<file path="src/rtl/dm_arb_pkg.sv">
// rtl/dm_arb_pkg.sv - shared widths, defaults and state encoding for the data-memory arbiter
package dm_arb_pkg;

    localparam int ADDR_W           = 9;
    localparam int DATA_W           = 16;
    localparam int STARVE_LIMIT_DEF = 4;

    typedef enum logic [1:0] {
        IDLE = 2'd0,
        WAIT = 2'd1,
        ACK  = 2'd2
    } arb_state_t;

    // Width able to hold 0..limit, never narrower than one bit.
    function automatic int cnt_width(input int limit);
        return (limit < 1) ? 1 : $clog2(limit + 1);
    endfunction

endpackage

</file>
<file path="src/rtl/dm_arb_wait_counter.sv">
// rtl/dm_arb_wait_counter.sv - saturating count of cycles an IO request has been denied
module dm_arb_wait_counter
    import dm_arb_pkg::*;
#(
    parameter int LIMIT = STARVE_LIMIT_DEF,
    parameter int CW    = cnt_width(LIMIT)
)
(
    input  logic          clk,
    input  logic          rst,
    input  logic          clr,
    input  logic          inc,
    output logic [CW-1:0] cnt,
    output logic          at_limit
);

    localparam logic [CW-1:0] LIM = CW'(LIMIT);

    always_ff @(posedge clk or posedge rst) begin
        if (rst) begin
            cnt <= '0;
        end else if (clr) begin
            cnt <= '0;
        end else if (inc && (cnt != LIM)) begin
            cnt <= cnt + 1'b1;
        end
    end

    assign at_limit = (cnt >= LIM);

endmodule

</file>
<file path="src/rtl/dm_arbiter.sv">
// rtl/dm_arbiter.sv - single-port data-memory arbiter between the core and the IO requester
module dm_arbiter
    import dm_arb_pkg::*;
#(
    parameter int STARVE_LIMIT = STARVE_LIMIT_DEF
)
(
    input  logic              clk,
    input  logic              rst,
    input  logic              core_req,
    input  logic              core_we,
    input  logic [ADDR_W-1:0] core_addr,
    input  logic [DATA_W-1:0] core_wdata,
    output logic [DATA_W-1:0] core_rdata,
    output logic              core_stall,
    input  logic              io_req,
    input  logic              io_we,
    input  logic [ADDR_W-1:0] io_addr,
    input  logic [DATA_W-1:0] io_wdata,
    output logic              io_ack,
    output logic [DATA_W-1:0] io_rdata,
    output logic [ADDR_W-1:0] dm_addr,
    output logic [DATA_W-1:0] dm_wdata,
    output logic              dm_we,
    input  logic [DATA_W-1:0] dm_rdata
);

    localparam int CW = cnt_width(STARVE_LIMIT);

    arb_state_t    state;
    arb_state_t    state_nxt;
    logic [CW-1:0] wait_cnt;
    logic          at_limit;
    logic          io_grant;
    logic          core_grant;
    logic          cnt_inc;

    // Grants are masked during reset so no memory write can slip through.
    assign io_grant   = !rst && io_req && (state != ACK) && (!core_req || at_limit);
    assign core_grant = !rst && core_req && !io_grant;
    assign core_stall = core_req && io_grant;
    assign core_rdata = dm_rdata;
    assign io_ack     = (state == ACK);
    assign cnt_inc    = io_req && !io_grant && (state != ACK);

    dm_arb_wait_counter #(
        .LIMIT (STARVE_LIMIT),
        .CW    (CW)
    ) u_wait_counter (
        .clk      (clk),
        .rst      (rst),
        .clr      (!cnt_inc),
        .inc      (cnt_inc),
        .cnt      (wait_cnt),
        .at_limit (at_limit)
    );

    always_comb begin
        dm_we    = 1'b0;
        dm_addr  = '0;
        dm_wdata = '0;
        if (io_grant) begin
            dm_we    = io_we;
            dm_addr  = io_addr;
            dm_wdata = io_wdata;
        end else if (core_grant) begin
            dm_we    = core_we;
            dm_addr  = core_addr;
            dm_wdata = core_wdata;
        end
    end

    always_ff @(posedge clk or posedge rst) begin
        if (rst) begin
            io_rdata <= '0;
        end else if (io_grant && !io_we) begin
            io_rdata <= dm_rdata;
        end
    end

    always_ff @(posedge clk or posedge rst) begin
        if (rst) begin
            state <= IDLE;
        end else begin
            state <= state_nxt;
        end
    end

    // ACK always returns to IDLE so a held request is re-evaluated as a fresh one.
    always_comb begin
        state_nxt = state;
        case (state)
            IDLE: begin
                if (io_grant) begin
                    state_nxt = ACK;
                end else if (io_req) begin
                    state_nxt = WAIT;
                end
            end
            WAIT: begin
                if (io_grant) begin
                    state_nxt = ACK;
                end else if (!io_req) begin
                    state_nxt = IDLE;
                end
            end
            ACK:     state_nxt = IDLE;
            default: state_nxt = IDLE;
        endcase
    end

endmodule

</file>
<file path="config.mk">
export PLATFORM = sky130hd
export DESIGN_NAME = dm_arbiter
export DESIGN_NICKNAME = d
export VERILOG_FILES = /design/src/rtl/dm_arb_pkg.sv /design/src/rtl/dm_arb_wait_counter.sv /design/src/rtl/dm_arbiter.sv
export SDC_FILE = /design/constraint.sdc
export NUM_CORES = 1
export LEC_CHECK = 0
export ABC_AREA = 1
export CORE_MARGIN = 3
export CORE_UTILIZATION = 33
export DETAILED_ROUTE_END_ITERATION = 16
export PLACE_DENSITY = 0.78
export SETUP_SLACK_MARGIN = 0.15
export SLEW_MARGIN = 25
export SYNTH_ARGS = -nofsm -noshare
export SYNTH_HDL_FRONTEND = slang
export SYNTH_HIERARCHICAL = 1
export SYNTH_SLANG_ARGS = --single-unit
</file>
<file path="constraint.sdc">
create_clock -name clk -period 1.6 [get_ports clk]
set_clock_uncertainty 0.05 [all_clocks]
set_input_delay 0.24 -clock clk [delete_from_list [all_inputs] [get_ports clk]]
set_output_delay 0.24 -clock clk [all_outputs]
set_load 0.005 [all_outputs]
</file>
-- Word level (Yosys, flattened, before mapping)
Cells that the tools add are included.
- $add $sub $neg: 1
- multipliers: 0
- div/mod/pow operators: 0
- magnitude comparators: 1
- equality and inequality tests: 7
- shifts and indexed selects: 0
- muxes and demuxes: 13
- bitwise operators: 0
- reductions and logical operators: 17
- operators by type and width (cell ; number):
    $mux 16 ; 2
    $mux 9 ; 2
    $logic_and 1x1->1 ; 10
    $ne 3x3->1 const B ; 3
    $mux 2 ; 4
    $mux 3 ; 2
    $logic_not 1->1 ; 4
    $ne 2x2->1 const B ; 2
    $pmux 2 s2 ; 1
    $add 3x1->3 const B ; 1
    $ge 3x3->1 const B ; 1
    $eq 2x1->1 const B ; 1
    $eq 2x2->1 const B ; 1
    $logic_not 2->1 ; 1
    $mux 1 ; 2
    $reduce_and 2->1 ; 1
    $logic_or 1x1->1 ; 1
- register bits: 21
- latch bits: 0
- bits in writable memories: 0
- ROM bits: 0
- input bits: 72
- word-level logic and storage cells: 42
- memories: 0

-- Longest topological paths before layout
- word-level depth: 10
- depth in mapped cells: 12

-- Hierarchy
The synthesis kept the hierarchy.
- by module, submodules not included (module ; instances ; cells each ; area an instance (um^2) ; sequential area each (um^2)):
    dm_arbiter ; 1 ; 197 ; 1426.4 ; 450.4
    dm_arb_wait_counter ; 1 ; 26 ; 188.9 ; 75.1

-- Worst setup path after synthesis
No wires, ideal clock.
- path type: input -> register
- start point: input port rst
- end point: register u_wait_counter.cnt[2]
- library setup time: 0.117 ns
- arrival time: 1.291 ns
- required time: 1.433 ns
- setup slack: 0.143 ns
- cell stages on the path: 11
- path through: inv_2 nand2_2 inv_2 nand3_2 buf_6 nand3_1 inv_1 nand2_1 inv_2 nor2_1 nor2_1
- word-level cells in the longest chain between the ends: 9
- ends and longest elaborated chain (item ; line ; text):
    from (decl) ; dm_arbiter.sv:9 ; input logic rst,
    $logic_not 1->1 (no line) * ; n/a ;
    $logic_and 1x1->1 * (3 in a row) ; dm_arbiter.sv:39 ; assign io_grant = !rst && io_req && (state != ACK) && (!core_req || at_limit);
    $logic_not 1->1 * ; dm_arbiter.sv:44 ; assign cnt_inc = io_req && !io_grant && (state != ACK);
    $logic_and 1x1->1 * (2 in a row) ; dm_arbiter.sv:44 ;
    named net cnt_inc ; dm_arbiter.sv:36 ; logic cnt_inc;
    $logic_and 1x1->1 ; dm_arb_wait_counter.sv:24 ; end else if (inc && (cnt != LIM)) begin
    $ne 2x2->1 (no line) ; n/a ;
    to (signal assigned) ; dm_arb_wait_counter.sv:25 ; cnt <= cnt + 1'b1;
    to (decl) ; dm_arb_wait_counter.sv:13 ; output logic [CW-1:0] cnt,
The timed path passes the listed nets; every way through them passes the cells marked *.
A chain may end at the register's enable or synchronous reset.

-- Final worst setup path
- start point: register u_wait_counter.cnt[2]
- end point: output port dm_addr[0]
- word-level cells in the longest chain between the ends: 7
- ends and longest elaborated chain (item ; line ; text):
    $ge 3x3->1 * ; dm_arb_wait_counter.sv:29 ; assign at_limit = (cnt >= LIM);
    $logic_or 1x1->1 * ; dm_arbiter.sv:39 ;
    $logic_and 1x1->1 * ; dm_arbiter.sv:39 ;
    $logic_not 1->1 ; dm_arbiter.sv:40 ; assign core_grant = !rst && core_req && !io_grant;
    $logic_and 1x1->1 ; dm_arbiter.sv:40 ;
    $mux 9 ; dm_arbiter.sv:66 ; end else if (core_grant) begin
    $mux 9 * ; dm_arbiter.sv:62 ; if (io_grant) begin
    to (decl) ; dm_arbiter.sv:22 ; output logic [ADDR_W-1:0] dm_addr,
Mark *: on every way between the ends. The rest lies on a longest branch, timed or not.

==> impl_metrics.ini <==
[min_path]
hp-class = input pin to async pin

[sta]
post-route-period-util = 1.09
period_needed_ps = 1750
tightest_slew_ps = 253
timing.fmax_mhz = 572
setup_viol = 27
finalHoldViolCount = 0
grt_setup_unrepaired = true
final_max_slew_viol_count = 0
fin_ws_ps = -149
max_slew_margin = 0.831

[die]
ioPinCount = 132
die_width_um = 76.0
core_area_mm2 = 0.00453
start_util = 0.356
rows = 24
dieArea_mm2 = 0.00577
die_h_um = 76.0

[cells_and_area]
nets = 449
drive_above_1_share = 0.350
areaGrowthSynthToFinish_pct = 115
diodes = 0

[place]
dp_hpwl_um = 4500
pre_cts_slack_ps = -580
port_buffers = 131
gp_congestion = 0.793

[job]
drv_cap = 0

[run_status]
violations = negative setup slack
status = finished with violations

[worst_setup_path]
critical_path_arrival_ps = 1460
critical-path-max-stage-delay_ps = 400
critPathKind = flip-flop to output pin
critPathSlowestCell = dfrtp_1
end_kind = output pin
startpoint_type = flip-flop
crit_required_ps = 1310
crit_chain = inv_1, nand2_2, nand3_4, buf_12, buf_16, nand3_2, nand2_1, buf_2
crit_fanout = 8

[route]
routed_wl_um = 6990
drt_iter0_markers = 85
detail-route-antenna-nets = 0
via_per_inst = 4.87
firstDrtPassIters = 6
drc = 0
wl_per_cell_um = 15.9
vias = 2137

[synthesis]
synth_warnings = 6
mappedNetlistArea_mm2 = 0.00162
synth_top_family_by_area = simple AND/OR/NAND/NOR gates
syn_nets = 297
syn_inst = 223
synth-xor-area-share = 0
yosysSeqAreaShare = 0.325
ys_ff_latch = 21
synthMuxAreaShare = 0
synth_cell_types = 22
synth_compound_area_frac = 0
synth_adder_area_share = 0.0155
syn_area_per_cell_um2 = 7.24
synthSimpleGateAreaFrac = 0.490

[power_and_ir_drop]
clkPwrFrac = 0.188
switching_share = 0.296
cellPowerDensity_mw_per_mm2 = 528
seqPwrFrac = 0.363
p_comb_frac = 0.450
internal-power_mw = 1.29
ir_drop_uv = 457
power_mw = 1.83
power.leakage_nw = 1.82
power.switching_mw = 0.543

[cts]
cts_root_buf = clkbuf_8
cts.sinks = 21
hold_buffers = 0
clk_latency_ps = 260
cts_tree = built
cts_buffers = 3
clockBufferDepth = 2
htree_levels = 1
path_clk_slew_ps = 70

[grt]
busiest_layer = met2
grt_max_degree = 20
grt_pass1_vias = 2100
grt_use_met3 = 0.0474
grt-ovfl-total = 0
antenna_found_initial = 0
track_usage = 0.217
use_met1 = 0.249
grt_pass1_wl_um = 10300
grtUsageMet2 = 0.401
==> cells in the mapped netlist <==
cell type / count / area [um^2]
buf_1: 1 / 3.75
buf_2: 5 / 25.0
buf_4: 20 / 150
buf_6: 1 / 11.3
buf_8: 1 / 15.0
clkbuf_1: 4 / 15.0
clkinv_1: 1 / 3.75
dfrtp_1: 21 / 526
ha_1: 2 / 25.0
inv_1: 8 / 30.0
inv_2: 5 / 18.8
nand2_1: 66 / 248
nand2_2: 2 / 12.5
nand2_4: 1 / 11.3
nand3_1: 45 / 225
nand3_2: 11 / 110
nand4_1: 18 / 113
nand4_4: 1 / 21.3
nor2_1: 7 / 26.3
nor2_2: 1 / 6.26
nor2_4: 1 / 11.3
nor3b_1: 1 / 7.51
==> worst paths after layout <==
kind                       cells after the start                   from                     to  slack [ps]
min in group clk                               2           io_rdata[15]           io_rdata[15]         430
hold reg to reg                                2           io_rdata[15]           io_rdata[15]         430
max in group asynchronous                      3                    rst            io_rdata[2]        1160
setup / recovery                               8  u_wait_counter/cnt[2]             dm_addr[0]        -150
setup reg to reg                              12  u_wait_counter/cnt[2]  u_wait_counter/cnt[2]          90
hold / removal                                 3                    rst  u_wait_counter/cnt[2]         140
==> cell usage in the layout, fill, tap and decap left out <==
cell type / netlist / routed
ha_1: 2 / 2
buf_4: 20 / 20
inv_4: 0 / 3
clkbuf_1: 4 / 1
nand2_1: 66 / 60
nand3_4: 0 / 2
buf_12: 0 / 5
dlygate4sd2_1: 0 / 20
clkbuf_8: 0 / 3
buf_16: 0 / 6
dlymetal6s2s_1: 0 / 9
nand2_2: 2 / 8
buf_2: 5 / 27
clkbuf_16: 0 / 1
nor3b_2: 0 / 1
nor2_2: 1 / 2
nand2_4: 1 / 1
nand4_4: 1 / 2
dfrtp_1: 21 / 21
nand3_2: 11 / 27
buf_6: 1 / 16
nand3_1: 45 / 27
nor2_4: 1 / 2
nand4_1: 18 / 18
nor2_1: 7 / 5
clkdlybuf4s50_1: 0 / 74
inv_2: 5 / 5
clkinv_1: 1 / 1
inv_1: 8 / 5
==> registers in the layout, indices dropped and copies added (netlist names) <==
register            count
state                   2
u_wait_counter/cnt      3
io_rdata               16
==> final cells by class <==
cell class                      count  area, um^2
Clock buffer                        4        45.0
Inverter                           14        60.1
Tap cell                           65        81.3
Multi-Input combinational cell    157         973
Fill cell                         313        1060
Timing Repair Buffer              178        1780
Sequential cell                    21         526
==> routing by layer <==
layer / vias up / part of all wire
li1: 1041 / -
met1: 1002 / 0.38
met2: 75 / 0.55
met3: 19 / 0.052
met4: 0 / 0.024
met5: - / 0
==> cell families (layout without fill, tap and decap cells) <==
group	Yosys count	after routing
and+or+nand+nor	154	155
DFF	21	21
buffers and inverters	46	196
adders and majority gates	2	2
==> power by group through the flow <==
stage	clock network, mW	registers, mW	logic (mW)
floorplan	0	0.676	0.237
global placement	0	0.667	0.752
detailed placement	0	0.671	0.765
CTS	0.355	0.663	0.801
global route	0.379	0.674	0.885
finish	0.344	0.664	0.823
==> critical path: cells and delay by family, from the launching register on <==
family                 cells  cell delay, ps
buffers and inverters      4             500
flip-flops                 1             400
AND/OR/NAND/NOR            4             300
==> repair_timing <==
action | CTS | global route
setup endpoints to repair | 61 | 50
pin swaps | 9 | 8
cloned | 6 | 3
buffers inserted | 12 | 4
gates resized for setup | 169 | 32
==> stage by stage <==
step                area (um^2)  instances  TNS [ps]   util  hold slack (ps)
global route               3470        439     -4870  0.765              138
finish                     3470        439     -3130  0.765              135
global placement           3000        410    -17190  0.662              404
CTS                        3290        432     -1730  0.726              114
detailed placement         3000        410    -17460  0.662              408
floorplan                  1620        223         0      -            -56.4
(Power assumes the default switching activity.)
